**src/rtl/alu_sched_pkg.sv**
```systemverilog
// Shared types and constants for the two-requester ALU scheduler.
package alu_sched_pkg;

  localparam int unsigned NUM_REQ = 2;

  localparam logic [4:0] ALU_CTRL_MUL = 5'b01010;

  // Bit positions inside rsp_flags = {zero, neg, lt}
  localparam int unsigned FLAG_ZERO = 2;
  localparam int unsigned FLAG_NEG  = 1;
  localparam int unsigned FLAG_LT   = 0;

  typedef enum logic [1:0] {
    IDLE = 2'd0,
    EXEC = 2'd1,
    RESP = 2'd2
  } state_t;

endpackage

```
**src/rtl/rr_arbiter2.sv**
```systemverilog
// Two-way round-robin arbiter: last_i is the index granted most recently.
module rr_arbiter2
  import alu_sched_pkg::*;
(
  input  logic [NUM_REQ-1:0] req_i,
  input  logic               last_i,
  output logic [NUM_REQ-1:0] gnt_o
);

  always_comb begin
    gnt_o = '0;
    case (req_i)
      2'b01:   gnt_o = 2'b01;
      2'b10:   gnt_o = 2'b10;
      2'b11:   gnt_o = last_i ? 2'b01 : 2'b10;
      default: gnt_o = '0;
    endcase
  end

endmodule

```
**src/rtl/alu_scheduler.sv**
```systemverilog
// Shares one external ALU between two requesters: grant, execute, respond.
module alu_scheduler
  import alu_sched_pkg::*;
#(
  parameter int unsigned MUL_CYCLES = 2
) (
  input  logic                    clk,
  input  logic                    rst_n,
  input  logic [NUM_REQ-1:0]      req_valid,
  output logic [NUM_REQ-1:0]      req_ready,
  input  logic [32*NUM_REQ-1:0]   req_op1,
  input  logic [32*NUM_REQ-1:0]   req_op2,
  input  logic [5*NUM_REQ-1:0]    req_ctrl,
  output logic [31:0]             alu_op1,
  output logic [31:0]             alu_op2,
  output logic [4:0]              alu_ctrl,
  input  logic [31:0]             alu_result,
  input  logic                    alu_zero,
  input  logic                    alu_neg,
  input  logic                    alu_lt,
  output logic                    rsp_valid,
  input  logic                    rsp_ready,
  output logic                    rsp_id,
  output logic [31:0]             rsp_result,
  output logic [2:0]              rsp_flags
);

  localparam logic [3:0] CNT_MUL = 4'(MUL_CYCLES - 1);

  state_t      state_q;
  logic        last_q;
  logic [31:0] op1_q;
  logic [31:0] op2_q;
  logic [4:0]  ctrl_q;
  logic        id_q;
  logic [3:0]  cnt_q;
  logic [31:0] res_q;
  logic [2:0]  flags_q;

  logic [NUM_REQ-1:0] gnt;
  logic               gnt_idx;
  logic [31:0]        op1_sel;
  logic [31:0]        op2_sel;
  logic [4:0]         ctrl_sel;

  rr_arbiter2 u_arb (
    .req_i  (req_valid),
    .last_i (last_q),
    .gnt_o  (gnt)
  );

  assign gnt_idx  = gnt[1];
  assign op1_sel  = gnt_idx ? req_op1[63:32] : req_op1[31:0];
  assign op2_sel  = gnt_idx ? req_op2[63:32] : req_op2[31:0];
  assign ctrl_sel = gnt_idx ? req_ctrl[9:5]  : req_ctrl[4:0];

  // Grant is combinational from IDLE; rst_n gating keeps it quiet during reset.
  assign req_ready = (state_q == IDLE && rst_n) ? gnt : '0;

  always_ff @(posedge clk or negedge rst_n) begin
    if (!rst_n) begin
      state_q <= IDLE;
      last_q  <= 1'b1;
      op1_q   <= '0;
      op2_q   <= '0;
      ctrl_q  <= '0;
      id_q    <= 1'b0;
      cnt_q   <= '0;
      res_q   <= '0;
      flags_q <= '0;
    end else begin
      case (state_q)
        IDLE: begin
          if (gnt != '0) begin
            op1_q   <= op1_sel;
            op2_q   <= op2_sel;
            ctrl_q  <= ctrl_sel;
            id_q    <= gnt_idx;
            last_q  <= gnt_idx;
            cnt_q   <= (ctrl_sel == ALU_CTRL_MUL) ? CNT_MUL : '0;
            state_q <= EXEC;
          end
        end
        EXEC: begin
          if (cnt_q == '0) begin
            res_q              <= alu_result;
            flags_q[FLAG_ZERO] <= alu_zero;
            flags_q[FLAG_NEG]  <= alu_neg;
            flags_q[FLAG_LT]   <= alu_lt;
            state_q            <= RESP;
          end else begin
            cnt_q <= cnt_q - 4'd1;
          end
        end
        RESP: begin
          if (rsp_ready) state_q <= IDLE;
        end
        default: state_q <= IDLE;
      endcase
    end
  end

  assign alu_op1    = op1_q;
  assign alu_op2    = op2_q;
  assign alu_ctrl   = ctrl_q;
  assign rsp_valid  = (state_q == RESP);
  assign rsp_id     = id_q;
  assign rsp_result = res_q;
  assign rsp_flags  = flags_q;

endmodule
```
**config.mk**
```make
export PLATFORM = sky130hd
export DESIGN_NAME = alu_scheduler
export DESIGN_NICKNAME = d
export VERILOG_FILES = /design/src/rtl/alu_sched_pkg.sv /design/src/rtl/rr_arbiter2.sv /design/src/rtl/alu_scheduler.sv
export SDC_FILE = /design/constraint.sdc
export NUM_CORES = 1
export LEC_CHECK = 0
export ABC_AREA = 1
export CAP_MARGIN = 30
export CELL_PAD_IN_SITES_DETAIL_PLACEMENT = 0
export CELL_PAD_IN_SITES_GLOBAL_PLACEMENT = 1
export CORE_MARGIN = 10
export CORE_UTILIZATION = 27
export CTS_CLUSTER_DIAMETER = 80
export DETAILED_ROUTE_END_ITERATION = 7
export PLACE_DENSITY = 0.85
export SYNTH_ARGS = -nofsm -noshare
export SYNTH_HDL_FRONTEND = slang
export SYNTH_SLANG_ARGS = --single-unit
```
**constraint.sdc**
```tcl
create_clock -name clk -period 1.6 [get_ports clk]
set_input_delay 0.24 -clock clk [delete_from_list [all_inputs] [get_ports clk]]
set_output_delay 0.24 -clock clk [all_outputs]
set_load 0.02 [all_outputs]
```
==> flow_summary.ini <==
[status]
outcome = finished, final reports clean

[setup_path]
r2r-end = alu_op1[23]$_DFFE_PN0P_
critPathMaxStageDelay_ns = 0.53
start_kind = flop
crit_fanout = 2
regToRegSetupSlack_ns = 0.08
worstRegToRegCells = 8
path_cells = buf_4 > nand2_2 > nand2_4 > nor3_1 > buf_4
timing.critical_path.mode_cell = buf_4
worstReg2RegStart = last_q$_DFFE_PN1P_
cp-end-kind = output port
cp_data_arrival_time_ns = 1.34
crit_type = flop to output port
worstPathRequired_ns = 1.36
critPathSlowestCell = dfstp_2
critical_path.top_delay_family = flip-flops
cp.buffers_inverters = 2

[floorplanning]
initial_core_util_pct = 27.65
die_y_um = 156.3
core_area_um2 = 18150
die_w_um = 156.3
ios = 286
die-area_um2 = 24440
placementRows = 49

[layout]
nNetsFinal = 996
n_fill_cell = 1713
drive_gt1_share_pct = 13.26
area_delta_synth_final_pct = 74.44

[global_routing]
grt.busiest_layer = met2
gr-usage-met3_pct = 4.852
antenna_found_initial = 1
grt_pass1_wl_um = 27800
use_met2_pct = 24.31
track_usage_pct = 14.44
use_met1_pct = 16.94
grt_pass1_vias = 4826
grt_max_degree = 113
grt_overflow_total = 0

[job]
maxCapViolations = 0

[drt]
vias = 4667
viasPerCell = 4.436
drc = 0
drt_iter0_drc = 197
wl_per_cell_um = 17.90
antenna_left = 0
first_pass_iters = 4
wirelength_um = 18840

[clocking]
clock_sinks = 112
cts_root_buf = clkbuf_16
cts_buffer_depth = 2
cts-htree-levels = 3
cts_buffers = 9
cts_tree = done
clkSlewWorstSetupHoldPaths_ns = 0.08
insertion_delay_ns = 0.36

[power]
clock_power_share_pct = 14.4
netSwitchingFraction_pct = 40.41
combPwrFrac_pct = 54.9
finalPower_mw = 16.24
leakage_nw = 4.223
power_density_nw_per_um2 = 1856
internal-power_mw = 9.677
power.switching_mw = 6.562
ir_drop_mv = 0.6539
power.share.sequential_pct = 30.7

[yosys]
synth_seq_cells = 112
async_reset_ff_share_pct = 100.0
yosysSeqAreaShare_pct = 55.89
synth.net_count = 693
syn-cell-area_um2 = 5017
yosys.cell_types.count = 27
synth.avg_cell_area_um2 = 9.761
synthCells = 514
synth_ff_type = dfrtp_1
yosys_warnings = 0
synth_edf_count = 0

[sta]
worstMarginPinSlew_ns = 0.6163
rsz0062_at_grt = true
drv_slew = 0
hold_ws_ns = 0.02514
setup_viol = 0
timing.fmax_ghz = 0.6312
period_share_pct = 99.01
finalHoldViolCount = 0
fin_skew_ns = 0.01486
slew_headroom_pct = 58.91
period_needed_ns = 1.584

[placed_design]
port_buffers = 285
dpl.hpwl_um = 14120
place_congestion = 0.7563

[worst_hold_path]
hp-class = input pin to async pin
## area by class of cell
class	count	area [um^2]	area share (%)
tap	229	286.5	3.274
clock inverter	7	80.08	0.9149
inverter	13	51.30	0.5861
sequential	112	2804	32.04
clock buffer	9	225.2	2.573
timing repair buffer	325	3334	38.10
multi-input combinational	356	1968	22.49
antenna	1	2.502	0.02859
## worst max-delay path by stage
stage                       start           end  slack, ns  cells after the start
3_5_place_dp         req_valid[1]  req_ready[0]      -0.33                      5
3_3_place_gp         req_valid[1]  req_ready[0]      -0.31                      5
2_1_floorplan  last_q$_DFFE_PN1P_  req_ready[1]       0.14                      4
5_1_grt        last_q$_DFFE_PN1P_  req_ready[0]      -0.08                      5
6_report       last_q$_DFFE_PN1P_  req_ready[1]       0.02                      5
4_1_cts        last_q$_DFFE_PN1P_  req_ready[0]      -0.03                      5
## sequential cells by signal, indices dropped and copies added (netlist names)
| signal | count |
|---|---|
| last_q | 1 |
| rsp_id | 1 |
| alu_op1 | 32 |
| cnt_q | 4 |
| rsp_flags | 3 |
| alu_op2 | 32 |
| rsp_result | 32 |
| state_q | 2 |
| alu_ctrl | 5 |
## stage by stage
stage,cells,util [%],TNS [ns],area (um^2),worst slack [ns]
finish,1052,48.23,0,8752,0.01584
global route,1051,48.21,-0.1641,8750,-0.07578
CTS,1047,47.05,-0.02793,8538,-0.02793
detailed placement,1031,45.70,-20.07,8293,-0.3273
global placement,1031,45.70,-16.32,8293,-0.3121
floorplan,514,-,0,5017,0.1386
## placed cells by master, fill, tap and decap left out, types with 2 or more instances in the layout
master	netlist	layout
nand3_1	4	4
dfrtp_1	111	111
o21ai_0	3	3
inv_8	0	2
inv_2	3	3
o31ai_1	2	2
clkbuf_16	0	11
mux2_4	29	29
nand2_1	153	152
dlymetal6s2s_1	0	50
mux2_2	6	6
clkdlybuf4s50_1	0	185
nand2_2	1	2
a31oi_1	67	67
clkinv_8	0	2
inv_1	10	9
buf_4	8	33
inv_6	0	2
dlygate4sd2_1	0	46
buf_12	0	7
nor2_1	78	78
nor2_2	2	2
nand3b_1	2	2
## power groups by stage
stage,Sequential [mW],Combinational (mW),Clock [mW]
2_1_floorplan,6.71,3.28,0
3_3_place_gp,5.01,9.42,0
3_5_place_dp,5.10,9.45,0
4_1_cts,5.03,9.06,2.43
5_1_grt,5.19,9.61,2.51
6_report,4.99,8.91,2.34
## what timing repair did
item | 4_1_cts | 5_1_grt
hold buffers | 0 | 0
cloned | 0 | 2
pin swaps | 0 | 0
resized for setup | 60 | 59
endpoints found under the setup margin | 113 | 119
setup buffers | 0 | 2
## cells by family (layout without fill, tap and decap cells)
logic type	after synthesis	after routing	share of synthesized area [%]
AO/OA/AOI/OAI	73	73	9.052
XOR/XNOR	2	2	0.3492
adder cells (fa/ha/maj)	1	1	0.2493
buffers and inverters	46	354	5.087
flip-flops	112	112	55.89
multiplexers	35	35	10.02
other	0	1	0
AND/OR/NAND/NOR	245	245	19.35
## layer usage
metal  share of wire, %  up-vias
met3                8.7       14
met2                 49      173
met4                1.5        0
met1                 41     2164
li1                   -     2316
met5                  0        -
## synth_stat cells (3+ instances only)
| cell type | number | area, um^2 |
|---|---|---|
| o21ai_0 | 3 | 15.01 |
| mux2_4 | 29 | 435.4 |
| inv_1 | 10 | 37.54 |
| nor2_1 | 78 | 292.8 |
| buf_4 | 8 | 60.06 |
| buf_6 | 4 | 45.04 |
| dfrtp_1 | 111 | 2778 |
| nand2_1 | 153 | 574.3 |
| mux2_2 | 6 | 67.56 |
| inv_2 | 3 | 11.26 |
| a31oi_1 | 67 | 419.2 |
| clkbuf_1 | 3 | 11.26 |
| buf_2 | 18 | 90.09 |
| nand3_1 | 4 | 20.02 |
No activity file was read; power rests on OpenSTA's default activity.
